==> src/rtl/port_rw_serializer_n.sv <==
// ---------------------------------------------------------------------------
// port_rw_serializer_n
//   Merges up to NPORTS same-cycle read/write requests into one request per
//   cycle for a single-ported memory core. The highest-priority valid port
//   passes straight through combinationally. Any entries left over are
//   snapshotted and drained in priority order with no bubbles. While the
//   snapshot drains, upstream is frozen.
//
// Optional feature macro: SERIALIZER_RR_EN
//   Defined   : rotating priority. The search starts at ptr. On every
//               handshake ptr advances to (granted+1) mod NPORTS.
//   Undefined : fixed lowest-index-first priority with no pointer register.
//
// Ports
//   clk            in   rising-edge clock
//   reset_n        in   asynchronous active-low reset
//   in_data        in   NPORTS*WIDTH packed entries, port i at [i*WIDTH +: WIDTH]
//   in_valid       in   per-port valid
//   sout_ready     in   downstream accepts a beat when sout_valid & sout_ready
//   sout_data      out  serialized payload (0 when sout_valid=0)
//   sout_valid     out  serialized valid
//   sout_port      out  index of the presented port (0 when sout_valid=0)
//   pending_cnt    out  number of entries held in the snapshot buffer
//   freeze_inputs  out  upstream must stall (registered, state-derived)
//
// States
//   IDLE  | passing in_* through; snapshot empty
//   DRAIN | emitting snapshot entries; in_* ignored, upstream frozen
// ---------------------------------------------------------------------------
module port_rw_serializer_n #(
    parameter int WIDTH  = 8,
    parameter int NPORTS = 3,
    parameter int PW     = (NPORTS > 1) ? $clog2(NPORTS) : 1,
    parameter int CW     = $clog2(NPORTS + 1)
) (
    input  logic                     clk,
    input  logic                     reset_n,
    input  logic [NPORTS*WIDTH-1:0]  in_data,
    input  logic [NPORTS-1:0]        in_valid,
    input  logic                     sout_ready,
    output logic [WIDTH-1:0]         sout_data,
    output logic                     sout_valid,
    output logic [PW-1:0]            sout_port,
    output logic [CW-1:0]            pending_cnt,
    output logic                     freeze_inputs
);

    typedef enum logic {IDLE = 1'b0, DRAIN = 1'b1} state_t;

    state_t                  state;
    logic [NPORTS-1:0]       snap_mask;
    logic [NPORTS*WIDTH-1:0] snap_data;

    logic [NPORTS-1:0]       src_mask;
    logic [NPORTS*WIDTH-1:0] src_data;
    logic [PW-1:0]           base;
    logic                    found;
    logic [PW-1:0]           grant;
    logic [NPORTS-1:0]       grant_oh;
    logic [WIDTH-1:0]        sel_data;
    logic                    hs;
    logic [NPORTS-1:0]       idle_rem;
    logic [NPORTS-1:0]       drain_rem;

    function automatic logic [CW-1:0] popcount(input logic [NPORTS-1:0] m);
        logic [CW-1:0] c;
        c = '0;
        for (int i = 0; i < NPORTS; i++) c = c + CW'(m[i]);
        return c;
    endfunction

    assign src_mask = (state == IDLE) ? in_valid : snap_mask;
    assign src_data = (state == IDLE) ? in_data  : snap_data;

    // Priority search starting at base and wrapping modulo NPORTS.
    always_comb begin
        int idx;
        idx      = 0;
        found    = 1'b0;
        grant    = '0;
        grant_oh = '0;
        sel_data = '0;
        for (int k = 0; k < NPORTS; k++) begin
            idx = int'(base) + k;
            if (idx >= NPORTS) idx = idx - NPORTS;
            if (!found && src_mask[idx]) begin
                found         = 1'b1;
                grant         = PW'(idx);
                grant_oh[idx] = 1'b1;
                sel_data      = src_data[idx*WIDTH +: WIDTH];
            end
        end
    end

    // Gating with reset_n keeps the outputs quiet while reset is held,
    // even if in_valid is already active.
    assign sout_valid    = found & reset_n;
    assign sout_data     = sout_valid ? sel_data : '0;
    assign sout_port     = sout_valid ? grant : '0;
    assign freeze_inputs = (state == DRAIN);
    assign hs            = sout_valid & sout_ready;

    // Leftovers: if ready=0 nothing was consumed, so everything is kept.
    assign idle_rem  = sout_ready ? (in_valid & ~grant_oh) : in_valid;
    assign drain_rem = snap_mask & ~grant_oh;

    always_ff @(posedge clk or negedge reset_n) begin
        if (!reset_n) begin
            state       <= IDLE;
            snap_mask   <= '0;
            snap_data   <= '0;
            pending_cnt <= '0;
        end else if (state == IDLE) begin
            if (idle_rem != '0) begin
                snap_mask   <= idle_rem;
                snap_data   <= in_data;
                pending_cnt <= popcount(idle_rem);
                state       <= DRAIN;
            end
        end else begin
            if (hs) begin
                snap_mask   <= drain_rem;
                pending_cnt <= pending_cnt - 1'b1;
                if (drain_rem == '0) state <= IDLE;
            end
        end
    end

`ifdef SERIALIZER_RR_EN
    logic [PW-1:0] ptr;

    always_ff @(posedge clk or negedge reset_n) begin
        if (!reset_n)
            ptr <= '0;
        else if (hs)
            ptr <= (grant == PW'(NPORTS - 1)) ? '0 : grant + 1'b1;
    end

    assign base = ptr;
`else
    assign base = '0;
`endif

endmodule

==> config.mk <==
export PLATFORM = sky130hd
export DESIGN_NAME = port_rw_serializer_n
export DESIGN_NICKNAME = d
export VERILOG_FILES = /design/src/rtl/port_rw_serializer_n.sv
export SDC_FILE = /design/constraint.sdc
export NUM_CORES = 1
export LEC_CHECK = 0
export ABC_AREA = 1
export ABC_CLOCK_PERIOD_IN_PS = 4200
export CAP_MARGIN = 20
export CORE_MARGIN = 3
export CORE_UTILIZATION = 54
export DETAILED_ROUTE_END_ITERATION = 12
export PLACE_DENSITY_LB_ADDON = 0.15
export SYNTH_ARGS = -nofsm -noshare
export SYNTH_HDL_FRONTEND = slang
export SYNTH_SLANG_ARGS = --single-unit
==> constraint.sdc <==
create_clock -name clk -period 4.2 [get_ports clk]
set_input_delay 0.84 -clock clk [delete_from_list [all_inputs] [get_ports clk]]
set_output_delay 0.84 -clock clk [all_outputs]
set_load 0.1 [all_outputs]
# [After elaboration in Yosys (flattened, before gate mapping)]
# Cells that the tools add are included.
[word_totals] reg_bits=30 input_bits=30 output_inout_bits=14
[op_classes] add_sub_neg=3 n_eq_ne=1 mux=26 n_bitwise=6 n_reduce_logical=9
[op_table] operator="$mux W8" n=4
[op_table] operator="$mux W24" n=1
[op_table] operator="$mux W3" n=6
[op_table] operator="$mux W2" n=6
[op_table] operator="$mux W1" n=9
[op_table] operator="$and A3 B3 Y3" n=2
[op_table] operator="$reduce_and A2 Y1" n=2
[op_table] operator="$logic_not A3 Y1" n=1
[op_table] operator="$not A3 Y3" n=1
[op_table] operator="$reduce_bool A3 Y1" n=1
[op_table] operator="$add A1 B1 Y2" n=1
[op_table] operator="$add A2 B1 Y2" n=1
[op_table] operator="$and A1 B1 Y1" n=2
[op_table] operator="$logic_and A1 B1 Y1" n=2
[op_table] operator="$logic_not A1 Y1" n=2
[op_table] operator="$ne A2 B1 Y1 const B" n=1
[op_table] operator="$reduce_bool A2 Y1" n=1
[op_table] operator="$sub A2 B1 Y2 const B" n=1
[op_table] operator="$not A1 Y1" n=1

# [Depth between registers and ports, before layout]
[depth] word_depth=15 depth_mapped=11 ltp_nobuf=9

# [Least setup slack after synthesis]
# OpenSTA, ideal clock, no wires.
[synth_timing] path_kind="reg2out" startpoint="register state, in the netlist freeze_inputs" endpoint="output port sout_data[0]" arrival_time_ps=3773 required_time_ps=3360 path_slack_ps=-413 path_stages_with_launch=10 path_cell_list="dfrtp_1 > inv_1 > buf_6 > nand2_2 > nand2_2 > nand3_1 > nand2_1 > inv_1 > o21ai_0 > nor2_1"
[synth_via] elab_chain_cells=10 elab_cells_between_ends=14 cone_classes="9 x mux; 1 x bitwise; 4 x reduce/logical"
[synth_rtl] item="start: declaration" line="50" rtl="state_t state;"
[synth_rtl] item="start signal: assignment" line="109" rtl="state <= IDLE;"
[synth_rtl] item="start signal: assignment" line="118" rtl="state <= DRAIN;"
[synth_rtl] item="start signal: assignment" line="124" rtl="if (drain_rem == '0) state <= IDLE;"
[synth_rtl] item="$mux W3 (*)" line="72" rtl="assign src_mask = (state == IDLE) ? in_valid : snap_mask;"
[synth_rtl] item="$mux W1" line="86" rtl="if (!found && src_mask[idx]) begin"
[synth_rtl] item="$logic_not A1 Y1" line="86"
[synth_rtl] item="$logic_and A1 B1 Y1" line="86"
[synth_rtl] item="$mux W1" line="86"
[synth_rtl] item="$logic_not A1 Y1" line="86"
[synth_rtl] item="$logic_and A1 B1 Y1" line="86"
[synth_rtl] item="$mux W1 (*)" line="86"
[synth_rtl] item="$and A1 B1 Y1 (*)" line="97" rtl="assign sout_valid = found & reset_n;"
[synth_rtl] item="net sout_valid" line="42" rtl="output logic sout_valid,"
[synth_rtl] item="$mux W8 (*)" line="98" rtl="assign sout_data = sout_valid ? sel_data : '0;"
[synth_rtl] item="end: declaration" line="41" rtl="output logic [WIDTH-1:0] sout_data,"
# The timed path passes the listed nets; every way through them passes the cells marked *.

# [Worst setup path after layout]
[layout_timing] startpoint="input port in_valid[0]" endpoint="output port sout_data[4]"
[layout_via] elab_chain_cells=10 elab_cells_between_ends=13 cone_classes="8 x mux; 1 x bitwise; 4 x reduce/logical"
[layout_rtl] item="start: declaration" line="39" rtl="input logic [NPORTS-1:0] in_valid,"
[layout_rtl] item="$mux W3 (*)" line="72"
[layout_rtl] item="$mux W1" line="86"
[layout_rtl] item="$logic_not A1 Y1" line="86"
[layout_rtl] item="$logic_and A1 B1 Y1" line="86"
[layout_rtl] item="$mux W1" line="86"
[layout_rtl] item="$logic_not A1 Y1" line="86"
[layout_rtl] item="$logic_and A1 B1 Y1" line="86"
[layout_rtl] item="$mux W1" line="86"
[layout_rtl] item="$and A1 B1 Y1" line="97"
[layout_rtl] item="$mux W8 (*)" line="98"
# Mark *: on every way between the ends. The rest lies on a longest branch, timed or not.

==> flow_metrics.py <==
metrics = {
    "route": {
        "drt_pass1_iterations": 4,
        "wirelength_um": 4680,
        "drc": 0,
        "viasPerCell": 5.26,
        "drt_iter0_drc": 152,
        "avgRoutedWirePerCell_um": 13.1,
        "via_count": 1878,
        "ant_nets": 0,
    },
    "power": {
        "p_leak_nw": 1.18,
        "switching_share": 0.550,
        "peakVddDrop_mv": 0.496,
        "switchingPower_mw": 1.20,
        "power_frac_clock": 0.083,
        "power.density_nw_per_um2": 853,
        "internal_power_mw": 0.981,
        "p_seq_frac": 0.226,
        "p_comb_frac": 0.691,
        "total_power_mw": 2.18,
    },
    "worst_setup_path": {
        "critPathKind": "in -> out",
        "worstPathArrival_ns": 2.74,
        "worstSetupEndpointType": "output pin",
        "r2r-end": "snap_data[5]$_DFFE_PN0P_",
        "critPathRequiredTime_ns": 3.36,
        "r2r-start": "freeze_inputs$_DFF_PN0_",
        "regToRegSetupSlack_ns": 1.62,
        "worstPathMaxFanout": 16,
        "startpoint_type": "input port",
        "reg2reg_depth": 8,
    },
    "outcome": {
        "outcome": "finished, final reports clean",
    },
    "placed_design": {
        "io_buffers": 43,
        "gp_congestion": 0.873,
        "dp_cells": 349,
        "dpl_cell_area_um2": 2490,
        "dp_hpwl_um": 3430,
    },
    "timing": {
        "setup_viol": 0,
        "rsz0062_at_grt": "false",
        "relSlewSlack": 0.355,
        "slew_violations": 0,
        "hold_violations": 0,
        "period_minus_slack_ns": 3.58,
        "finalSetupTns_ns": 0,
        "finClkSkew_ns": 0.0104,
        "hold-worst-slack_ns": 0.528,
        "worst_slew_pin_slew_ns": 0.965,
        "fin_crit_sh": 0.853,
        "fmax_mhz": 279,
    },
    "cts": {
        "cts.clk_slew.worst_paths_ns": 0.09,
        "cts_tree": "built",
        "max-clock-path-buffers": 2,
        "ctsRootBufferMaster": "clkbuf_4",
        "postCtsSetupBuffers": 0,
        "hold_buffers": 0,
        "ctsResizeCount": 0,
        "clkSinkCount": 30,
        "clk_latency_ns": 0.33,
        "cts_buffers": 5,
        "h-tree-depth": 2,
    },
    "yosys": {
        "synth_fp_nets": 303,
        "ys_warn_count": 0,
        "synth_compound_area_frac": 0.233,
        "synthMuxAreaShare": 0.00526,
        "synth_cell_types": 25,
        "yosys.area_share.simple": 0.238,
        "synth-xor-area-share": 0,
        "synth-seq-cells": 30,
        "postSynth.asyncResetShare": 1.00,
        "synth_adder_area_share": 0.0105,
        "avgSynthCellArea_um2": 7.00,
        "yosysTopAreaCell": "dfrtp_1",
        "synth_top_area_frac": 0.394,
        "syn_inst": 272,
        "yosys_most_used_dff": "dfrtp_1",
        "synth_area_um2": 1900,
        "synth-edff-count": 0,
        "yosysSeqAreaShare": 0.394,
        "synth_area_leaders": "dfrtp_1 (39%), nand2_1 (15%), o21ai_0 (13%), inv_1 (7.3%), a21oi_1 (3.2%)",
        "synth_top_family_by_area": "simple AND/OR/NAND/NOR gates",
    },
    "die": {
        "pin_count": 44,
        "die_y_um": 65.4,
        "dieArea_um2": 4270,
        "start_util": 0.594,
        "chipWidth_um": 65.4,
        "num_rows": 20,
        "core_um2": 3200,
    },
    "job": {
        "cap_violations": 0,
    },
    "hold_path": {
        "worstHoldStart": "snap_data[0]$_DFFE_PN0P_",
        "min_path_cells": 2,
        "hold_path_class": "reg -> reg",
        "worst_hold_path.endpoint": "snap_data[0]$_DFFE_PN0P_",
    },
    "finish": {
        "final_cell_area_um2": 2550,
        "layout_common_cells": "nand2_1 (78), o21ai_0 (48), inv_1 (37)",
        "fin_cells": 357,
        "layout.nets": 343,
        "mostFrequentLayoutCell": "nand2_1",
        "drive_above_1_share": 0.137,
        "area_delta_synth_final_pct": 34.3,
        "antenna_cells": 0,
    },
    "global_route": {
        "grt_usage": 0.234,
        "first_global_vias": 1658,
        "grt-ovfl-total": 0,
        "antenna_found_initial": 0,
        "grt_max_degree": 50,
        "grt_pass1_wl_um": 7710,
    },
}
## through the flow
| step | setup WS, ns | utilization |
|---|---|---|
| after global placement | 0.681 | 0.779 |
| after global routing | 0.383 | 0.798 |
| after floorplan | 0.0146 | - |
| after detailed placement | 0.637 | 0.779 |
| after CTS | 0.629 | 0.798 |
| final | 0.615 | 0.798 |
## layout make-up
class	instances	area (µm²)
clock inverter	1	5.00
tap	44	55.1
timing repair buffer	47	571
clock buffer	7	55.1
inverter	37	139
fill	228	648
sequential	30	751
multi-input combinational	191	980
## power groups by stage
stage	Clock, mW	Sequential (mW)	Combinational [mW]
2_1_floorplan	0	0.570	1.03
3_3_place_gp	0	0.492	1.48
3_5_place_dp	0	0.500	1.49
4_1_cts	0.185	0.493	1.51
5_1_grt	0.198	0.506	1.63
6_report	0.182	0.492	1.50
## flip-flops by register name, summed over array words and instances, names as in the netlist
register	count
snap_data	24
freeze_inputs	1
snap_mask	3
pending_cnt	2
## Yosys cell counts, drive strengths merged, types with 4 or more instances
library cell  count
nor2             13
nand2            83
a21oi            13
buf               6
nand4             7
dfrtp            30
inv              37
clkbuf            8
nand3             4
o21ai            63
## how the worst max path moves through the flow
stage,from,to,cells after the start
4_1_cts,in_valid[0],sout_data[4],10
3_3_place_gp,in_valid[0],sout_data[5],10
2_1_floorplan,freeze_inputs$_DFF_PN0_,sout_data[1],8
6_report,in_valid[0],sout_data[4],10
5_1_grt,freeze_inputs$_DFF_PN0_,sout_data[6],8
3_5_place_dp,in_valid[0],sout_data[4],10
## logic make-up (layout without fill, tap and decap cells)
logic type,after synthesis,count (layout)
multiplexers,1,1
flip-flops,30,30
buffers and inverters,51,92
adder cells (fa/ha/maj),1,1
AND/OR/NAND/NOR,109,109
AO/OA/AOI/OAI,80,80
## worst max-delay path, cell delays in order
cell	delay, ns
clkdlybuf4s50_1	0.45
inv_1	0.08
o21ai_2	0.11
buf_4	0.17
nor2_1	0.07
nand2_1	0.31
o21ai_0	0.17
a21oi_1	0.29
nor2_4	0.07
buf_12	0.17
## layer usage
metal	wire, µm	share of wire	vias up	track usage
li1	-	-	956	-
met1	2060	0.44	851	0.306
met2	2240	0.48	59	0.373
met3	284	0.061	12	0.0581
met4	96	0.020	0	0.0881
met5	0	0	-	0
Power figures use the tool's default switching activity.
